--- src/rtl/axi_burst_splitter.sv ---
// rtl/axi_burst_splitter.sv - splits one DMA request into legal AXI AR/AW bursts
module axi_burst_splitter #(
  parameter int AXI_IDW   = 4,
  parameter int AXI_LOCKW = 2,
  parameter int AXI_ADDRW = 32,
  parameter int AXI_LENW  = 4,
  parameter int AXI_SIZE  = 5,
  parameter int BOUND_W   = 12,
  parameter int REQ_BEATW = 12
) (
  input  logic                 aclk,
  input  logic                 aresetn,
  input  logic                 cfg_split_en,
  input  logic                 x_burst_disable,
  input  logic                 req_valid,
  output logic                 req_ready,
  input  logic [AXI_ADDRW-1:0] req_addr,
  input  logic [REQ_BEATW-1:0] req_beats,
  output logic                 o_axvalid,
  output logic [AXI_IDW-1:0]   o_axid,
  output logic [AXI_ADDRW-1:0] o_axaddr,
  output logic [AXI_LENW-1:0]  o_axlen,
  output logic [2:0]           o_axsize,
  output logic [1:0]           o_axburst,
  output logic [AXI_LOCKW-1:0] o_axlock,
  output logic [3:0]           o_axcache,
  output logic [2:0]           o_axprot,
  input  logic                 i_axready,
  output logic                 o_sub_last,
  output logic                 req_done,
  output logic                 busy,
  output logic [7:0]           sub_cnt
);

  // beat-count arithmetic carries one extra bit so 2^AXI_LENW and a full
  // boundary span are representable alongside the largest request
  localparam int NW = REQ_BEATW + 1;
  localparam logic [NW-1:0] MAX_N = NW'(2 ** AXI_LENW);
  localparam logic [AXI_ADDRW-1:0] LSB_MASK = AXI_ADDRW'((1 << AXI_SIZE) - 1);

  typedef enum logic [1:0] {
    S_IDLE  = 2'd0,
    S_CALC  = 2'd1,
    S_ISSUE = 2'd2
  } state_e;

  state_e state_q, state_d;

  logic [AXI_ADDRW-1:0] cur_addr_q;
  logic [REQ_BEATW-1:0] rem_q;
  logic [NW-1:0]        n_q;
  logic [AXI_ADDRW-1:0] axaddr_q;
  logic [AXI_LENW-1:0]  axlen_q;
  logic                 sub_last_q;
  logic                 req_done_q;
  logic [7:0]           sub_cnt_q;

  logic [BOUND_W:0]     bnd_bytes;
  logic [NW-1:0]        bnd_beats;
  logic [NW-1:0]        n_calc;
  logic                 ax_hs;

  // beats left before the next boundary; low address bits are always zero
  // here, so this is at least one beat
  assign bnd_bytes = {1'b1, {BOUND_W{1'b0}}} - {1'b0, cur_addr_q[BOUND_W-1:0]};
  assign bnd_beats = NW'(bnd_bytes >> AXI_SIZE);
  assign ax_hs     = (state_q == S_ISSUE) && i_axready;

  // sub-burst size: remaining beats clipped by max length and, optionally, the boundary
  always_comb begin
    n_calc = {1'b0, rem_q};
    if (n_calc > MAX_N) begin
      n_calc = MAX_N;
    end
    if (cfg_split_en && (n_calc > bnd_beats)) begin
      n_calc = bnd_beats;
    end
  end

  // state register
  always_ff @(posedge aclk or negedge aresetn) begin
    if (!aresetn) begin
      state_q <= S_IDLE;
    end else begin
      state_q <= state_d;
    end
  end

  // next-state logic; an empty request never leaves IDLE
  always_comb begin
    state_d = state_q;
    case (state_q)
      S_IDLE: begin
        if (req_valid && (req_beats != '0)) begin
          state_d = S_CALC;
        end
      end
      S_CALC: begin
        if (!x_burst_disable) begin
          state_d = S_ISSUE;
        end
      end
      S_ISSUE: begin
        if (i_axready) begin
          state_d = sub_last_q ? S_IDLE : S_CALC;
        end
      end
      default: state_d = S_IDLE;
    endcase
  end

  // FSM-decoded outputs; valid is tied to ISSUE so it cannot be withdrawn early
  always_comb begin
    req_ready = (state_q == S_IDLE);
    o_axvalid = (state_q == S_ISSUE);
    busy      = (state_q != S_IDLE);
  end

  // request bookkeeping and registered AX payload
  always_ff @(posedge aclk or negedge aresetn) begin
    if (!aresetn) begin
      cur_addr_q <= '0;
      rem_q      <= '0;
      n_q        <= '0;
      axaddr_q   <= '0;
      axlen_q    <= '0;
      sub_last_q <= 1'b0;
      req_done_q <= 1'b0;
      sub_cnt_q  <= '0;
    end else begin
      req_done_q <= 1'b0;
      case (state_q)
        S_IDLE: begin
          if (req_valid) begin
            cur_addr_q <= req_addr & ~LSB_MASK;
            rem_q      <= req_beats;
            sub_cnt_q  <= '0;
            if (req_beats == '0) begin
              req_done_q <= 1'b1;
            end
          end
        end
        S_CALC: begin
          // recomputed every cycle while held, so cfg_split_en is taken late
          axaddr_q   <= cur_addr_q;
          axlen_q    <= AXI_LENW'(n_calc - NW'(1));
          sub_last_q <= (n_calc == {1'b0, rem_q});
          n_q        <= n_calc;
        end
        S_ISSUE: begin
          if (ax_hs) begin
            cur_addr_q <= cur_addr_q + (AXI_ADDRW'(n_q) << AXI_SIZE);
            rem_q      <= rem_q - REQ_BEATW'(n_q);
            if (sub_cnt_q != 8'hFF) begin
              sub_cnt_q <= sub_cnt_q + 8'd1;
            end
            if (sub_last_q) begin
              req_done_q <= 1'b1;
            end
          end
        end
        default: begin
          rem_q <= rem_q;
        end
      endcase
    end
  end

  assign o_axaddr   = axaddr_q;
  assign o_axlen    = axlen_q;
  assign o_sub_last = sub_last_q;
  assign req_done   = req_done_q;
  assign sub_cnt    = sub_cnt_q;

  assign o_axid     = '0;
  assign o_axsize   = 3'(AXI_SIZE);
  assign o_axburst  = 2'b01;
  assign o_axlock   = '0;
  assign o_axcache  = 4'b0000;
  assign o_axprot   = 3'b000;

endmodule

--- config.mk ---
export PLATFORM = sky130hd
export DESIGN_NAME = axi_burst_splitter
export DESIGN_NICKNAME = d
export VERILOG_FILES = /design/src/rtl/axi_burst_splitter.sv
export SDC_FILE = /design/constraint.sdc
export NUM_CORES = 1
export LEC_CHECK = 0
export ABC_AREA = 1
export BUFFER_PORTS_ARGS = -buffer_cell sky130_fd_sc_hd__buf_2
export CORE_MARGIN = 1
export CORE_UTILIZATION = 58
export DETAILED_ROUTE_END_ITERATION = 16
export PLACE_DENSITY = 0.83
export SLEW_MARGIN = 20
export SYNTH_ARGS = -nofsm -noshare
export SYNTH_HDL_FRONTEND = slang
export SYNTH_SLANG_ARGS = --single-unit
--- constraint.sdc ---
create_clock -name aclk -period 6.1 [get_ports aclk]
set_input_delay 0.305 -clock aclk [delete_from_list [all_inputs] [get_ports aclk]]
set_output_delay 0.305 -clock aclk [all_outputs]
set_load 0.005 [all_outputs]
Word level (Yosys, flattened, before mapping)
Cells that the tools add are included.
Word-level totals
  input bits: 50
  memory bits (read-only): 0
  register bits: 104
  bits in latches: 0
  RAM bits: 0
  memories kept: 0
Cells by class
  multipliers: 0
  bitwise gates (word level): 0
  shift operators: 0
  equal/unequal tests: 10
  $lt $le $gt $ge: 2
  multiplexer cells: 22
  reduce and logical (&&, ||, !) cells: 11
  $add $sub $neg: 5
  divide/modulo/power cells: 0
Operators by type and width (number)
  two-way mux 32 bit: 2
  one-hot mux 32 bit (2 select lines): 1
  two-way mux 12 bit: 4
  adder 32 x 17 -> 32 bit: 1
  two-way mux 8 bit: 3
  one-hot mux 12 bit (2 select lines): 1
  one-hot mux 8 bit (2 select lines): 1
  subtractor 13 x 12 -> 13 bit, first input constant: 1
  == test 12 bit: 1
  greater-than comparator 12 x 5 -> 1 bit, second input constant: 1
  greater-than comparator 12 x 8 -> 1 bit: 1
  logical NOT 12 bit: 1
  nonzero test 12 bit: 1
  subtractor 12 bit: 1
  adder 8 x 1 -> 8 bit, second input constant: 1
  != test 2 x 1 -> 1 bit, second input constant: 4
  != test 8 bit, second input constant: 1
  two-way mux 2 bit: 3
  one-hot mux 2 bit (3 select lines): 1
  AND reduction 3 bit: 2
  two-way mux 1 bit: 5
  != test 2 bit, second input constant: 2
  AND reduction 4 bit: 1
  nonzero test 2 bit: 2
  6 further kinds: 8

Depth between registers and ports, before layout
Gate-level depths: netlist (run 1).
  word-level depth: 6
  gate-level depth with buffers: 22
  gate-level depth less buffers: 22

Worst setup path after synthesis (run 1)
No wires, ideal clock.
  kind: register to register
  from: register cur_addr_q[5]
  to: register axlen_q[2] (netlist: o_axlen[2])
  data arrival time: 2317 ps
  stages on the path, launching flop included: 16
  setup slack: 3653 ps
  required time: 5970 ps
  path buffers: 0
  setup time: 130 ps
  cell sequence: dfrtp_1 > inv_1 > ha_1 > nand2_1 > xor2_1 > ha_1 > nand2_1 > nor2_1 > a21boi_2 > nand2_1 > nand2_1 > nand2_1 > inv_1 > ha_1 > xnor2_1 > o21ai_1
Between the ends
  cells in the longest elaborated chain, start to end: 5
RTL lines
  from (decl): RTL line 49  | logic [AXI_ADDRW-1:0] cur_addr_q;
  from (signal assigned): RTL line 135  | cur_addr_q <= req_addr & ~LSB_MASK;
  from (signal assigned): RTL line 152  | cur_addr_q <= cur_addr_q + (AXI_ADDRW'(n_q) << AXI_SIZE);
  subtractor 13 x 12 -> 13 bit (*): RTL line 65  | assign bnd_bytes = {1'b1, {BOUND_W{1'b0}}} - {1'b0, cur_addr_q[BOUND_W-1:0]};
  greater-than comparator 12 x 8 -> 1 bit: RTL line 75  | if (cfg_split_en && (n_calc > bnd_beats)) begin
  logical AND 1 bit: RTL line 75
  two-way mux 12 bit (*): RTL line 75
  subtractor 4 x 1 -> 4 bit (*): RTL line 146  | axlen_q <= AXI_LENW'(n_calc - NW'(1));
  to (signal assigned): RTL line 146
  to (decl): RTL line 53  | logic [AXI_LENW-1:0] axlen_q;
Mark *: on every way between the ends. The rest lies on a longest branch, timed or not.
A chain may end at the register's enable or synchronous reset.

Final worst setup path (run 1)
  from: register cur_addr_q[5]
  to: register axlen_q[1] (netlist: o_axlen[1])
The elaborated chain is that of the path after synthesis.

==> results.cfg, run 1 <==
[run_status]
status = complete, no violations

[grt]
grt_pass1_vias = 5423
antenna_found_initial = 0
grt_usage = 0.284
grt_start_max_net_pins = 71
grt_pass1_wl_um = 25800
grt_overflow = 0

[clock_network]
clock-sinks = 94
postCtsSetupBuffers = 0
tritoncts = done
cts.htree.levels = 3
insertion_delay_ns = 0.38
ctsResizeCount = 0
cts_hold_buf = 1
clockBufferDepth = 2
cts_buffers = 9
cts_root_buf = clkbuf_8
clk_pin_slew_ns = 0.10

[logic_synthesis]
ys_seq_elements = 94
netlist_top_cells_area = dfrtp_1, nand2_1, ha_1, o21ai_0, inv_1
synth_top_cell_area_share = 0.363
yosys.area.top_type = dfrtp_1
synth_flop_cell = dfrtp_1
synthCells = 896
synth_async_sr_flop_share = 1.00
synth_area_um2 = 6470
synth_most_common_cell = nand2_1
syn_area_per_cell_um2 = 7.23
synth_warnings = 0
synth_cell_types = 47
synth_seq_area_share = 0.363
synth_edf_count = 0
synthTopCellsByCount = nand2_1, inv_1, dfrtp_1

[worst_setup_path]
worstPathArrival_ns = 3.72
startpoint_type = flip-flop
crit_type = reg2reg
cp.required_ns = 6.40
cp_max_fo = 16
endpoint_kind = flip-flop

[flow_run]
maxCapViolCount = 0

[floorplan]
die_width_um = 108
placementRows = 38
die_y_um = 108
fp.dieArea_um2 = 11600
num_io_pins = 117
initial_core_util = 0.597
coreArea_um2 = 10800

[drt]
ant_nets = 0
drc = 0
vias = 6137
drt-wirelength-per-cell_um = 14.0
dr.pass1.iters = 5
avgViaCountPerCell = 5.48
drtIter0Drc = 409
drt_wl_total_um = 15700

[final_layout]
nets = 1062
drive_above_1_share = 0.151
seqCellArea_um2 = 2350
multi_input_area_um2 = 3530
fill_cells = 984
area_delta_synth_final_pct = 10.6
num_antenna_cells = 0
post-route-cell-area_um2 = 7160

[pwr]
power_leakage_uw = 0.00373
p_per_area_nw_per_um2 = 500
vdd_ir_drop_max_mv = 0.304

[sta]
slew_violations = 0
rsz0062_at_grt = no
fin_tns_setup_ns = 0
skew_ns = 0.0140
hold_viol = 0
min_period_ns = 3.42
slew_headroom = 0.573
min_period_over_period = 0.561
setup_viol = 0
worst_pin_slew_ns = 0.640
timing.fmax_mhz = 292

[place]
io_buffers = 88
place_hpwl_um = 11500
routabilityCongestion = 0.919
place_area_um2 = 6930

[hold_path]
hp-class = in2reg
[final cells by class]
class | instances | share of cell area
sequential | 94 | 0.328
tap | 140 | 0.0244
inverter | 107 | 0.0561
clock inverter | 7 | 0.0141
timing repair buffer | 92 | 0.0664
clock buffer | 9 | 0.0173
multi-input combinational | 671 | 0.493
[cells in the final DEF, fill, tap and decap left out, types with 5 or more instances in the layout]
master    count
o211ai_1      9
o22ai_1       9
buf_2        87
nand2_1     230
a21o_1        5
inv_2         8
nand3_1      63
or2_2        10
conb_1       26
nor2_1       77
a21oi_1      29
dfrtp_1      94
nand2_2       6
ha_1         35
o21ai_1      12
nor3_1        6
o21ai_0      84
nand4_1      19
clkbuf_8      9
xnor2_1       5
inv_1        99
xor2_1       12
[cell families after synthesis]
group	synth area share
adders and majority gates	0.0738
other	0.00116
xor gates and xnor gates	0.0230
and+or+nand+nor	0.295
DFF	0.363
AOI/OAI and AO/OA	0.138
buffers and inverters	0.106
[final timing paths]
| check | start | to | slack, ns | cells past startpoint |
|---|---|---|---|---|
| max | cur_addr_q[5] | o_axlen[1] | 2.68 | 14 |
| min | x_burst_disable | state_q[1] | 0.14 | 2 |
| max reg2reg | cur_addr_q[5] | o_axlen[1] | 2.68 | 14 |
| min reg2reg | o_axaddr[12] | o_axaddr[12] | 0.49 | 2 |
| max in group asynchronous | aresetn | n_q[7] | 4.59 | 3 |
| min in group asynchronous | aresetn | sub_cnt[2] | 0.46 | 2 |
[worst max-delay path: stages (launching register included)]
cell and delay, ns:
dfrtp_1 0.49, inv_1 0.16, ha_1 0.26, nand2_1 0.09
xor2_1 0.30, ha_1 0.30, nand2_1 0.06, nor2_1 0.06
a21boi_2 0.52, nand2_1 0.31, nand2_1 0.15, nand2_1 0.11
inv_1 0.11, ha_1 0.23, o21ai_0 0.17
[registers in the layout (all words and copies together) (netlist names)]
name        count
o_axlen         4
cur_addr_q     27
o_axaddr       27
req_done        1
o_sub_last      1
state_q         2
n_q            12
rem_q          12
sub_cnt         8
[through the flow]
step	hold WS (ns)	power [uW]	util	setup slack, ns	cells
floorplan	0.00941	2560	-	3.65	920
global placement	0.352	3020	0.639	2.79	1103
detailed placement	0.356	3080	0.639	2.75	1103
CTS	0.133	3570	0.661	2.74	1120
global route	0.151	3920	0.661	2.42	1120
finish	0.138	3580	0.661	2.68	1120
[power breakdown]
group / total (uW) / switching (uW) / internal (uW)
Clock: 480 / 244 / 235
Sequential: 1120 / 231 / 886
Combinational: 1980 / 1270 / 715
[per-layer routing]
metal | part of all wire | wire, um | up-vias | global-route usage
li1 | - | - | 3037 | -
met2 | 0.45 | 7070 | 201 | 0.440
met1 | 0.47 | 7330 | 2867 | 0.399
met4 | 0.024 | 381 | 0 | 0.110
met5 | 0 | 0 | - | 0
met3 | 0.056 | 876 | 32 | 0.0436
Note: power is estimated with default switching activity, not from simulation.
==> inputs of run 2 (changes only) <==
--- a/config.mk
+++ b/config.mk
@@ -8,9 +8,9 @@
 export ABC_AREA = 1
 export BUFFER_PORTS_ARGS = -buffer_cell sky130_fd_sc_hd__buf_2
 export CORE_MARGIN = 1
-export CORE_UTILIZATION = 58
+export CORE_UTILIZATION = 51
 export DETAILED_ROUTE_END_ITERATION = 16
-export PLACE_DENSITY = 0.83
+export PLACE_DENSITY = 0.77
 export SLEW_MARGIN = 20
 export SYNTH_ARGS = -nofsm -noshare
 export SYNTH_HDL_FRONTEND = slang
==> constraint.sdc (replaced) <==
create_clock -name aclk -period 2.8 [get_ports aclk]
set_input_delay 0.14 -clock aclk [delete_from_list [all_inputs] [get_ports aclk]]
set_output_delay 0.14 -clock aclk [all_outputs]
set_load 0.005 [all_outputs]
==> results.cfg, run 2 (synthesis results as in run 1) <==
[sta]
slew_violations = 0
min_period_ns = 2.72
min_period_over_period = 0.973
timing.fmax_mhz = 367
setup_slack_ns = 0.0760
hold_viol = 0
setup_viol = 0
skew_ns = 0.0124
rsz0062_at_grt = yes
worst_pin_slew_ns = 0.603
slew_headroom = 0.598

[worst_setup_path]
cpPeakStageDelay_ns = 0.40
cpMostUsedCell = nand2_1
path_buf_inv = 3
endpoint_kind = flip-flop
cp_slowest_cell = dfrtp_1
ff2ff_setup_slack_ns = 0.08
cp_max_fo = 4
startpoint_type = flip-flop
path_cells = nor2_1 -> nand2_2 -> nor3_4 -> nand2_2 -> nor2_4 -> inv_1 -> ha_1 -> nand2_1 -> nor2_2 -> a21boi_2 -> buf_4 -> nand2_2 -> buf_4 -> nand2_1 -> nand3_1 -> nand2_1 -> nor2_1 -> nand3_1 -> nand2_1
crit_type = reg2reg
reg2reg_depth = 19
worstPathArrival_ns = 2.96
cp.required_ns = 3.04
r2r-end = o_sub_last
r2r_start = rem_q[10]
path_delay_family = simple AND/OR/NAND/NOR gates

[drt]
avgViaCountPerCell = 5.23
met1Wirelength_um = 7610
drc = 0
ant_nets = 0
drt-wirelength-per-cell_um = 13.7
dr.pass1.iters = 5
routed.top_layer = met4
wl_met2_um = 7190
drt_wl_total_um = 16000
vias = 6117
drtIter0Drc = 433
dr_wl_met3_um = 864

[floorplan]
fp.dieArea_um2 = 13200
initial_core_util = 0.530
num_io_pins = 117
placementRows = 40
die_y_um = 115
coreArea_um2 = 12200
die_width_um = 115

[final_layout]
nets = 1084
area_delta_synth_final_pct = 16.2
stdcell_count = 1170
num_antenna_cells = 0
final_common_cell = nand2_1
fill_cells = 1167
mostFrequentLayoutCells = nand2_1, inv_1, dfrtp_1
fin_util = 0.616
drive_above_1_share = 0.193

[clock_network]
clk_pin_slew_ns = 0.07
clockBufferDepth = 2
insertion_delay_ns = 0.35
tritoncts = done
cts_root_buf = clkbuf_16
cts.htree.levels = 3
clock-sinks = 94
cts_buffers = 9

[grt]
grt_pass1_wl_um = 25900
antenna_found_initial = 0
grt_pass1_vias = 5427
grt_start_max_net_pins = 64
grt_usage = 0.251
grt_overflow = 0

[hold_path]
worstHoldStart = req_addr[5]
min_to = cur_addr_q[5]
hp-class = in2reg
whs_path_depth = 3

[pwr]
p_per_area_nw_per_um2 = 1090
power_leakage_uw = 0.00387
vdd_ir_drop_max_mv = 0.521

[place]
routabilityCongestion = 0.957
io_buffers = 88
place_hpwl_um = 11900
pre_cts_ws_ns = 0.112
dpl.cell_count = 1141

[run_status]
status = complete, no violations

[flow_run]
maxCapViolCount = 0
## run 2: routing by layer
metal | GRT usage | vias up
met5 | 0 | -
met4 | 0.0848 | 0
met3 | 0.0513 | 25
met2 | 0.387 | 169
met1 | 0.352 | 2841
li1 | - | 3082
## run 2: worst max-delay path by stage
stage	start	endpoint	slack [ns]	cells past startpoint
finish	rem_q[10]	o_sub_last	0.08	19
detailed placement	rem_q[11]	o_axlen[2]	0.11	19
CTS	cur_addr_q[7]	o_axlen[2]	0.10	16
floorplan	cur_addr_q[5]	o_axlen[2]	0.35	15
global route	rem_q[8]	o_sub_last	-0.09	19
global placement	rem_q[11]	o_axlen[2]	0.19	19
## run 2: where the power goes
| group | internal (uW) | total, uW | switching (uW) |
|---|---|---|---|
| Clock | 631 | 1170 | 536 |
| Combinational | 1740 | 4630 | 2890 |
| Sequential | 1930 | 2430 | 499 |
## run 2: what timing repair did
item / in CTS / in global routing
hold buffers: 2 / 0
setup buffers: 0 / 11
hold endpoints to repair: 46 / 0
setup endpoints to repair: 0 / 4
resized for setup: 0 / 30
## run 2: layout make-up
class	count	area (um^2)	area share
flip-flops and latches	94	2350	0.313
repair buffers	114	661	0.0878
well taps	168	210	0.0279
inverters	107	402	0.0534
clock inverters	6	45.0	0.00599
clock buffers	10	239	0.0318
multi-input cells	671	3610	0.480
## run 2: per-stage QoR
| stage | power [uW] | instance area, um^2 | hold WS, ns | setup TNS, ns |
|---|---|---|---|---|
| 2_1_floorplan | 5570 | 6570 | -0.156 | 0 |
| 3_3_place_gp | 6710 | 7050 | 0.185 | 0 |
| 3_5_place_dp | 6810 | 7050 | 0.181 | 0 |
| 4_1_cts | 8010 | 7360 | 0.0462 | 0 |
| 5_1_grt | 9000 | 7520 | 0.0486 | -0.219 |
| 6_report | 8220 | 7520 | 0.0509 | 0 |
## run 2: worst register-to-register path: stages, from the launching register on
cell      delay (ns)
dfrtp_1         0.40
nor2_1          0.15
nand2_2         0.11
nor3_4          0.21
nand2_2         0.14
nor2_4          0.11
inv_1           0.05
ha_1            0.27
nand2_1         0.08
nor2_2          0.04
a21boi_2        0.20
buf_4           0.17
nand2_2         0.08
buf_4           0.16
nand2_1         0.10
nand3_1         0.08
nand2_1         0.09
nor2_1          0.05
nand3_1         0.10
nand2_1         0.05
==> inputs of run 3 (changes only) <==
==> constraint.sdc (replaced) <==
create_clock -name aclk -period 2.5 [get_ports aclk]
set_input_delay 0.125 -clock aclk [delete_from_list [all_inputs] [get_ports aclk]]
set_output_delay 0.125 -clock aclk [all_outputs]
set_load 0.005 [all_outputs]
==> results.cfg, run 3 (synthesis results as in run 1) <==
[worst_setup_path]
r2r_start = rem_q[9]
worstPathArrival_ns = 2.96
cp.required_ns = 2.79
ff2ff_setup_slack_ns = -0.17
reg2reg_depth = 21
startpoint_type = flip-flop
crit_type = reg2reg
cp_max_fo = 5
crit_start = rem_q[9]
endpoint_kind = flip-flop
endpoint = o_sub_last
r2r-end = o_sub_last

[final_layout]
final_common_cell = nand2_1
drive_above_1_share = 0.269
num_antenna_cells = 0
nets = 1152
stdcell_count = 1237
mostFrequentLayoutCells = nand2_1, dfrtp_1, inv_1
fin_util = 0.677
area_delta_synth_final_pct = 27.7

[place]
place_hpwl_um = 12600
dpl.cell_count = 1175
io_buffers = 88
routabilityCongestion = 0.936

[drt]
dr.pass1.iters = 5
vias = 6538
drtIter0Drc = 599
ant_nets = 0
drt-wirelength-per-cell_um = 14.9
avgViaCountPerCell = 5.29
drt_wl_total_um = 18500
drc = 0

[clock_network]
cts_buffers = 9
cts_root_buf = clkbuf_16
insertion_delay_ns = 0.35
tritoncts = done
clk_pin_slew_ns = 0.07
clockBufferDepth = 2
cts.htree.levels = 3
clock-sinks = 94

[floorplan]
initial_core_util = 0.530
num_io_pins = 117
fp.dieArea_um2 = 13200
coreArea_um2 = 12200
die_width_um = 115
die_y_um = 115
placementRows = 40

[hold_path]
hp-class = in2reg
worstHoldStart = req_addr[11]

[grt]
antenna_found_initial = 0
grt_overflow = 0
grt_start_max_net_pins = 71
grt_pass1_wl_um = 28900
grt_usage = 0.284
grt_pass1_vias = 5974

[sta]
hold_viol = 0
fin_tns_setup_ns = -0.912
min_period_ns = 2.67
slew_headroom = 0.589
skew_ns = 0.00872
timing.fmax_mhz = 375
min_period_over_period = 1.07
rsz0062_at_grt = yes
setup_slack_ns = -0.166
worst_pin_slew_ns = 0.617
fin_hold_ws_ns = 0.0377
slew_violations = 0
setup_viol = 8

[flow_run]
maxCapViolCount = 0

[run_status]
violations = negative setup slack
status = complete, but fails checks

[pwr]
power_leakage_uw = 0.00427
p_per_area_nw_per_um2 = 1250
vdd_ir_drop_max_mv = 0.495
[run 3: cell types whose count changed in the layout (fill, tap and decap cells not counted), sizes merged]
cell and delta:
clkinv +1, clkinvlp -2, buf +67, inv -1
clkbuf +2
[run 3: layer usage]
metal | global-route usage | part of all wire | vias to the layer above
met5 | 0 | 0 | -
met4 | 0.132 | 0.037 | 0
met1 | 0.389 | 0.44 | 2983
met2 | 0.442 | 0.46 | 279
met3 | 0.0445 | 0.068 | 53
li1 | - | - | 3223
[run 3: how the worst min path moves through the flow]
stage	to	slack, ns	cells past startpoint
global route	cur_addr_q[8]	0.07	3
detailed placement	sub_cnt[5]	0.18	1
floorplan	cur_addr_q[10]	-0.17	0
CTS	cur_addr_q[11]	0.03	3
global placement	sub_cnt[5]	0.18	1
finish	cur_addr_q[11]	0.04	3
[run 3: report_power, final]
part | leakage (uW) | internal, uW | total, uW | switching [uW]
sequential | 0.00119 | 2170 | 2700 | 530
combinational | 0.00294 | 2570 | 6270 | 3700
clock | 0.000138 | 727 | 1340 | 614
total | 0.00427 | 5460 | 10300 | 4850
[run 3: worst max-delay path: stages, from the launching register on]
cell,delay [ns]
dfrtp_1,0.38
nor2_1,0.15
nand2_2,0.12
nor3_4,0.24
nand2_4,0.13
nor2_4,0.16
ha_4,0.22
nand2_4,0.07
inv_2,0.04
nand2_1,0.06
nand2_1,0.05
nand2_1,0.06
nand2_2,0.09
buf_6,0.16
clkbuf_16,0.15
nand3_2,0.06
nand2_1,0.06
nand2_1,0.09
nand2_1,0.07
nor2_1,0.10
nand3_1,0.08
nand2_1,0.07
[run 3: layout make-up]
class,instances,area (um^2)
Timing Repair Buffer,182,1220
Tap cell,168,210
Clock inverter,4,30.0
Multi-Input combinational cell,671,3800
Clock buffer,11,253
Fill cell,1034,3940
Inverter,107,402
Sequential cell,94,2350
[run 3: stage by stage]
stage	worst slack, ns	power [uW]	cell area, um^2
floorplan	0.0527	6240	6570
global placement	-0.0988	7940	7320
detailed placement	-0.157	8070	7320
CTS	-0.0730	9770	8020
global route	-0.329	11100	8270
finish	-0.166	10300	8270
[run 3: timing repair]
action,in CTS,in global routing
setup buffers,36,7
gates resized for setup,33,43
gates cloned,1,1
hold endpoints to repair,47,0
hold buffers,2,0
setup endpoints to repair,6,19
pin swaps,23,17
